File: src/rtl/if_stage.sv
// if_stage: RISC-V instruction fetch with one outstanding imem request.
// Holds a returned instruction while stalled and drives the IF/ID register.
module if_stage #(
    parameter int                   REG_WIDTH      = 32,
    parameter int                   REG_ADDR_WIDTH = 5,
    parameter logic [REG_WIDTH-1:0] RESET_PC       = '0
) (
    input  logic                      clk,
    input  logic                      reset,
    input  logic                      stall,
    input  logic                      branch_taken,
    input  logic [REG_WIDTH-1:0]      branch_target,
    output logic                      imem_req,
    output logic [REG_WIDTH-1:0]      imem_addr,
    input  logic                      imem_valid,
    input  logic [31:0]               imem_rdata,
    output logic                      IF_ID_valid,
    output logic [REG_WIDTH-1:0]      IF_ID_pc,
    output logic [31:0]               IF_ID_inst,
    output logic [6:0]                IF_ID_inst_opcode,
    output logic [REG_ADDR_WIDTH-1:0] IF_ID_rd,
    output logic [REG_ADDR_WIDTH-1:0] IF_ID_rs1,
    output logic [REG_ADDR_WIDTH-1:0] IF_ID_rs2
);

    localparam logic [31:0] NOP = 32'h00000013;

    typedef enum logic [1:0] {
        S_REQ,
        S_WAIT,
        S_FULL
    } state_t;

    state_t               state_q, state_d;
    logic [REG_WIDTH-1:0] pc_q, pc_d;
    logic [REG_WIDTH-1:0] buf_pc_q, buf_pc_d;
    logic [31:0]          buf_inst_q, buf_inst_d;
    logic                 kill_q, kill_d;
    logic                 if_valid_q, if_valid_d;
    logic [REG_WIDTH-1:0] if_pc_q, if_pc_d;
    logic [31:0]          if_inst_q, if_inst_d;

    logic [REG_WIDTH-1:0] target;
    logic [REG_WIDTH-1:0] pc_next;
    logic                 req;
    logic [REG_WIDTH-1:0] addr;
    logic                 accept;
    logic [REG_WIDTH-1:0] acc_pc;
    logic [31:0]          acc_inst;

    assign target  = {branch_target[REG_WIDTH-1:2], 2'b00};
    assign pc_next = pc_q + REG_WIDTH'(4);

    // Fetch control: next state, pc, kill/buffer and the request strobe.
    always_comb begin
        state_d    = state_q;
        pc_d       = pc_q;
        kill_d     = kill_q;
        buf_pc_d   = buf_pc_q;
        buf_inst_d = buf_inst_q;
        req        = 1'b0;
        addr       = pc_q;
        accept     = 1'b0;
        acc_pc     = buf_pc_q;
        acc_inst   = buf_inst_q;
        unique case (state_q)
            S_REQ: begin
                req = !branch_taken;
                if (branch_taken) begin
                    pc_d = target;
                end else begin
                    state_d = S_WAIT;
                end
            end
            S_WAIT: begin
                if (!imem_valid) begin
                    if (branch_taken) begin
                        pc_d   = target;
                        kill_d = 1'b1;
                    end
                end else if (kill_q) begin
                    kill_d  = 1'b0;
                    state_d = S_REQ;
                    if (branch_taken) begin
                        pc_d = target;
                    end
                end else if (branch_taken) begin
                    pc_d    = target;
                    state_d = S_REQ;
                end else if (stall) begin
                    buf_inst_d = imem_rdata;
                    buf_pc_d   = pc_q;
                    state_d    = S_FULL;
                end else begin
                    accept   = 1'b1;
                    acc_pc   = pc_q;
                    acc_inst = imem_rdata;
                    pc_d     = pc_next;
                    req      = 1'b1;
                    addr     = pc_next;
                end
            end
            S_FULL: begin
                if (branch_taken) begin
                    pc_d    = target;
                    state_d = S_REQ;
                end else if (!stall) begin
                    accept  = 1'b1;
                    pc_d    = pc_next;
                    req     = 1'b1;
                    addr    = pc_next;
                    state_d = S_WAIT;
                end
            end
            default: begin
                state_d = S_REQ;
            end
        endcase
    end

    // IF/ID next value: flush beats stall, stall holds, else load or bubble.
    always_comb begin
        if_valid_d = if_valid_q;
        if_pc_d    = if_pc_q;
        if_inst_d  = if_inst_q;
        if (branch_taken) begin
            if_valid_d = 1'b0;
            if_inst_d  = NOP;
        end else if (!stall) begin
            if (accept) begin
                if_valid_d = 1'b1;
                if_pc_d    = acc_pc;
                if_inst_d  = acc_inst;
            end else begin
                if_valid_d = 1'b0;
                if_inst_d  = NOP;
            end
        end
    end

    // State and pipeline registers.
    always_ff @(posedge clk or posedge reset) begin
        if (reset) begin
            state_q    <= S_REQ;
            pc_q       <= RESET_PC;
            kill_q     <= 1'b0;
            buf_pc_q   <= '0;
            buf_inst_q <= '0;
            if_valid_q <= 1'b0;
            if_pc_q    <= '0;
            if_inst_q  <= NOP;
        end else begin
            state_q    <= state_d;
            pc_q       <= pc_d;
            kill_q     <= kill_d;
            buf_pc_q   <= buf_pc_d;
            buf_inst_q <= buf_inst_d;
            if_valid_q <= if_valid_d;
            if_pc_q    <= if_pc_d;
            if_inst_q  <= if_inst_d;
        end
    end

    assign imem_req  = req && !reset;
    assign imem_addr = addr;

    assign IF_ID_valid       = if_valid_q;
    assign IF_ID_pc          = if_pc_q;
    assign IF_ID_inst        = if_inst_q;
    assign IF_ID_inst_opcode = if_inst_q[6:0];
    assign IF_ID_rd          = REG_ADDR_WIDTH'(if_inst_q[11:7]);
    assign IF_ID_rs1         = REG_ADDR_WIDTH'(if_inst_q[19:15]);
    assign IF_ID_rs2         = REG_ADDR_WIDTH'(if_inst_q[24:20]);

endmodule

File: config.mk
export PLATFORM = sky130hd
export DESIGN_NAME = if_stage
export DESIGN_NICKNAME = d
export VERILOG_FILES = /design/src/rtl/if_stage.sv
export SDC_FILE = /design/constraint.sdc
export NUM_CORES = 1
export LEC_CHECK = 0
export ABC_AREA = 0
export CORE_UTILIZATION = 40
export DETAILED_ROUTE_END_ITERATION = 10
export HOLD_SLACK_MARGIN = 0.12
export PLACE_DENSITY = 0.61
export SLEW_MARGIN = 0
export SYNTH_ARGS = -nofsm -noshare
export SYNTH_HDL_FRONTEND = slang
export SYNTH_SLANG_ARGS = --single-unit
File: constraint.sdc
create_clock -name clk -period 5.6 [get_ports clk]
set_input_delay 0.84 -clock clk [delete_from_list [all_inputs] [get_ports clk]]
set_output_delay 0.84 -clock clk [all_outputs]
set_load 0.05 [all_outputs]
==> qor.txt, run 1 <==
DRT met1 WL: 11.6 mm
Max stage delay on crit path: 0.84 ns
area of the multi-input gates: 4400 um2
failing checks: design-rule violations
clk root buf: clkbuf_16
non-filler cells, final: 1403
Crit Path Max Fanout: 23
Post-CTS Setup Inserts: 0
Combinational Power Share: 0.527
Synth Register Bits: 164
critical path arrival: 4.08 ns
FF-to-FF Start: state_q[0]
Async SR Flop Fraction: 1.00
ANT nets after route: 0
NetSw: 3.34 mW
Max Used Layer: met4
global route overflow: 0
post-CTS resize count: 0
Seq/Total Area, Yosys: 0.453
# port buffers: 186
Worst Reg-to-Reg Cells: 7
Final nets: 1184
Num CTS Buffers: 17
delay-heaviest family, CP: compound AO/OA/AOI/OAI gates
number of global-route vias before repair: 7829
syn_area_per_cell: 9.15 um2
wire per inst: 19.2 um
Mapped Area: 9060 um2
Hold Crit Start: IF_ID_inst[27]
post-synthesis instance total: 991
cell internal pwr: 3.53 mW
Layout area overhead: 27.4%
WHS Path Cells: 2
CP Buf/Inv Count: 3
clock sink total: 164
IO Pins: 189
largest net degree at the start of global routing: 89
worst endpoint required time: 4.76 ns
Crit-path slowest cell: ha_1
worst min path class: register to register
Core ar.: 22000 um2
post-synth top area share: 0.445
Reg clk slew, reported paths: 0.08 ns
most common cell in the netlist: dfrtp_1
utilization after layout: 0.524
synth top area cells: dfrtp_1 44%, mux2_2 8.2%, nand2_1 6.0%
number of fillers in the final layout: 2053
worst slew pin tran: 1.00 ns
Die H: 153 um
clock network power share: 0.173
routed wl met3: 2.45 mm
vias per cell: 5.73
kind of critical path: register to output port
register area: 4110 um2
vias: 8035
Final period util: 0.878
Synth top cells by count: 161 x dfrtp_1, 145 x nand2_1, 75 x nor2_1, 71 x clkbuf_1
wire length on met2: 12.4 mm
largest vdd supply drop: 328 uV
Final Hold Fails: 0
DIE WIDTH: 153 um
Setup crit start: state_q[0]
endpoint type of the worst setup path: output port
max cap viols: 0
most used cell, CP: inv_1
DPL Wire Length: 18.3 mm
first-pass GRT wire length: 43.4 mm
most used flip-flop cell after synthesis: dfrtp_1
Clock Skews: 0.0120 ns
status: finished, violations left
Starting Density: 0.411
number of cells after detailed placement: 1370
DRC violations left: 12
Max clock buf depth: 2
GR Util All Layers: 0.236
initial antenna violation count: 1
max-slew violations: 0
row cnt: 54
layout cells sized above 1: 0.132
syn_nets: 1066
H-tree Lvls: 4
leakage power: 4.67 nW
Max transition margin: 0.327
routability congestion estimate: 0.923
final setup violation count: 0
Hold-fix buffers, CTS: 0
crit path launch type: register
critical-path cell list: inv_1, ha_1, inv_1, a21oi_1, o21ai_0, a22o_1, clkdlybuf4s50_1
CTS tree: built
part of the power in registers: 0.300
Ys Warns: 0
Pwr per Cell Area: 595 nW/um2
drt pass-1 iters: 10
Iter 0 DRT Violations: 588
distinct cell type count after synthesis: 69
Final Routed Wirelength: 27.0 mm
number of synthesized flops with an enable pin: 0
worst skew pair latency: 0.44 ns
Max Fclk: 203 MHz
Die ar.: 23300 um2
Levels on crit path: 7
Total Neg Setup Slack: 0 ns
RSZ-0062 raised after global routing: no
sw frac: 0.486
Synth area leader: dfrtp_1
min cycle time layout: 4.92 ns
flip-flops by register name, summed over array words and instances (netlist names):
name / flops
buf_inst_q: 32
IF_ID_inst: 32
IF_ID_pc: 32
state_q: 2
IF_ID_valid: 1
pc_q: 32
buf_pc_q: 32
kill_q: 1
metrics by stage:
stage          power, mW  cell area, um2  worst slack (ns)  hold slack, ns
2_1_floorplan       4.52            9060             0.332           0.477
3_3_place_gp        5.64           10900             0.767           0.462
3_5_place_dp        5.68           10900             0.741           0.470
4_1_cts             6.89           11500             0.732           0.488
5_1_grt             7.26           11500             0.524           0.502
6_report            6.87           11500             0.682           0.481
final cells by class:
type                       instances  share of cell area
antenna                            1            0.000217
clock buffer                      17              0.0369
clock inverter                    15              0.0155
inverter                          15             0.00531
multi-input combinational        701               0.381
sequential                       164               0.356
tap                              280              0.0303
timing repair buffer             210               0.175
tightest hold or removal path, cell delays in order, from the launching register on:
cell and delay [ns]:
dfrtp_1 0.35, nand2_1 0.04, o21ai_0 0.06
layer usage:
layer | up-vias | GRT usage
li1 | 3782 | -
met1 | 3880 | 0.305
met2 | 338 | 0.379
met3 | 35 | 0.0668
met4 | 0 | 0.0813
met5 | - | 0
kinds of logic (layout without fill, tap and decap cells):
kind of cell	count (synthesis)	in the layout	share of synthesized area
AO/OA/AOI/OAI	260	260	0.187
adder cells (fa/ha/maj)	6	6	0.00828
buffers and inverters	126	257	0.0636
flip-flops	164	164	0.453
multiplexers	96	96	0.115
other	0	1	0
AND/OR/NAND/NOR	339	339	0.173
power groups by stage:
| stage | logic (mW) | clock network [mW] | registers (mW) |
|---|---|---|---|
| after global routing | 3.87 | 1.26 | 2.13 |
| final | 3.62 | 1.19 | 2.06 |
| after detailed placement | 3.61 | 0 | 2.07 |
| after floorplan | 2.23 | 0 | 2.29 |
| after global placement | 3.58 | 0 | 2.06 |
| after CTS | 3.61 | 1.22 | 2.05 |
layout by cell type, fill, tap and decap left out, types with 4 or more instances in the layout:
| cell | n |
|---|---|
| a211oi_1 | 7 |
| a21oi_1 | 39 |
| a22oi_1 | 4 |
| a311oi_1 | 7 |
| a31oi_1 | 53 |
| and2_1 | 6 |
| and3_1 | 12 |
| buf_4 | 31 |
| clkbuf_16 | 17 |
| clkdlybuf4s50_1 | 178 |
| clkinv_8 | 5 |
| dfrtp_1 | 161 |
| ha_1 | 6 |
| inv_1 | 14 |
| inv_6 | 5 |
| inv_8 | 4 |
| mux2_2 | 66 |
| mux2i_1 | 30 |
| nand2_1 | 145 |
| nand2b_1 | 15 |
| nand3_1 | 17 |
| nand4_1 | 16 |
| nor2_1 | 74 |
| nor3_1 | 20 |
| nor4_1 | 5 |
| o21a_1 | 14 |
| o21ai_0 | 66 |
| o22a_1 | 5 |
| o22ai_1 | 5 |
| o311a_1 | 4 |
| o31ai_1 | 9 |
worst paths after layout:
path / slack [ns] / endpoint
min: 0.48 / IF_ID_inst[27]
max: 0.68 / imem_addr[3]
min in group asynchronous: 0.99 / IF_ID_inst[12]
max in group asynchronous: 3.57 / IF_ID_inst[21]
max reg2reg: 2.25 / pc_q[11]
min reg2reg: 0.48 / IF_ID_inst[27]
No activity file was read; power rests on OpenSTA's default activity.
==> run 2, diff against run 1 <==
CELL_PAD_IN_SITES_DETAIL_PLACEMENT = 2   (was not set)
CELL_PAD_IN_SITES_GLOBAL_PLACEMENT = 2   (was not set)
CORE_UTILIZATION = 39   (was 40)
DONT_BUFFER_PORTS = 1   (was not set)
PLACE_DENSITY = 0.76   (was 0.61)
==> run 2 against run 1 <==
The run now ends clean. Sequential power is 28% higher. Sequential share of layout area is 6.1 points higher. Critical path type unchanged. Combinational power shrank 22%. Largest cell class unchanged.
==> qor.txt, run 2 (same netlist as run 1, synthesis figures left out) <==
status: finished, final reports clean
number of global-route vias before repair: 8270
min cycle time layout: 4.60 ns
worst skew pair latency: 0.45 ns
Layout area overhead: 8.75%
Crit Path Max Fanout: 23
sw frac: 0.525
placed instance area: 9260 um2
largest vdd supply drop: 273 uV
Hold-fix buffers, CTS: 0
DIE WIDTH: 154 um
Post-CTS Setup Inserts: 0
leakage power: 4.04 nW
max cap viols: 0
clk root buf: clkbuf_16
Final period util: 0.822
global route overflow: 0
kind of critical path: register to output port
largest net degree at the start of global routing: 84
NetSw: 3.49 mW
utilization after layout: 0.434
number of cells after detailed placement: 1199
pre-CTS setup slack: 1.53 ns
RSZ-0062 raised after global routing: no
non-filler cells, final: 1232
vias per cell: 6.30
H-tree Lvls: 4
most frequent cells in the layout: 161 x dfrtp_1, 145 x nand2_1, 74 x nor2_1
Final Routed Wirelength: 31.2 mm
drt pass-1 iters: 6
vias: 7764
routability congestion estimate: 0.898
number of fillers in the final layout: 2474
layout cells sized above 1: 0.171
CTS tree: built
DRC violations left: 0
Clock Skews: 0.0207 ns
row cnt: 55
area of the multi-input gates: 4460 um2
register area: 4110 um2
IO Pins: 189
Pwr per Cell Area: 674 nW/um2
GR Util All Layers: 0.272
ANT nets after route: 0
setup slack after layout: 0.995 ns
worst slew pin tran: 1.23 ns
part of the power in registers: 0.395
# port buffers: 0
first-pass GRT wire length: 49.4 mm
Power Total: 6.64 mW
Num CTS Buffers: 17
Core ar.: 22700 um2
crit path launch type: register
Max transition margin: 0.177
Combinational Power Share: 0.425
Reg clk slew, reported paths: 0.09 ns
worst endpoint required time: 4.76 ns
initial antenna violation count: 1
max-slew violations: 0
DPL Wire Length: 20.9 mm
final instance area: 9860 um2
Final Hold Fails: 0
hold_ws: 0.388 ns
worst min path class: input pin to asynchronous set/reset pin
clock network power share: 0.180
endpoint type of the worst setup path: output port
Starting Density: 0.399
critical path arrival: 3.76 ns
post-CTS resize count: 0
Worst Reg-to-Reg Cells: 7
final setup violation count: 0
Max clock buf depth: 2
cell internal pwr: 3.15 mW
clock sink total: 164
commonest non-fill, non-tap cell in the layout: dfrtp_1
Iter 0 DRT Violations: 531
Max Fclk: 217 MHz
Die ar.: 23900 um2
Total Neg Setup Slack: 0 ns
wire per inst: 25.3 um
Final nets: 1008
Die H: 154 um
==> run 2: changes by cell type in the layout (fill, tap and decap cells not counted), sizes merged <==
| cell | delta |
|---|---|
| buf | +2 |
| clkdlybuf4s50 | -178 |
==> run 2: area by class of cell <==
type / count / share of cell area
multi-input cells: 701 / 0.453
flip-flops and latches: 164 / 0.417
clock buffers: 17 / 0.0432
well taps: 285 / 0.0362
repair buffers: 34 / 0.0272
clock inverters: 15 / 0.0175
inverters: 15 / 0.00622
diodes: 1 / 0.000254
==> run 2: worst max-delay path, stage by stage (launching register included) <==
cell and delay [ns]:
dfrtp_1 0.42, inv_1 0.10, ha_1 0.88, nor2b_1 0.49
o21ai_1 0.44, o31ai_2 0.97
==> run 2: path summary, 6_finish.rpt <==
| kind | start | end | slack, ns |
|---|---|---|---|
| setup / recovery | state_q[0] | imem_addr[18] | 1.0 |
| hold / removal | reset | pc_q[25] | 0.39 |
| setup reg to reg | state_q[0] | pc_q[25] | 1.76 |
| hold reg to reg | buf_inst_q[16] | buf_inst_q[16] | 0.51 |
| max in group asynchronous | reset | buf_inst_q[7] | 4.06 |
| min in group clk | imem_valid | kill_q | 0.47 |
==> run 2: routing by layer <==
layer,global-route usage,vias to the layer above,part of all wire
li1,-,3450,-
met1,0.359,4023,0.44
met2,0.442,248,0.48
met3,0.0516,43,0.057
met4,0.104,0,0.022
met5,0,-,0
==> run 2: power groups by stage <==
stage	clock network (mW)	registers (mW)	logic, mW
3_5_place_dp	0	2.64	2.80
4_1_cts	1.23	2.62	2.82
5_1_grt	1.26	2.70	3.05
3_3_place_gp	0	2.61	2.72
2_1_floorplan	0	2.29	2.23
6_report	1.19	2.63	2.82
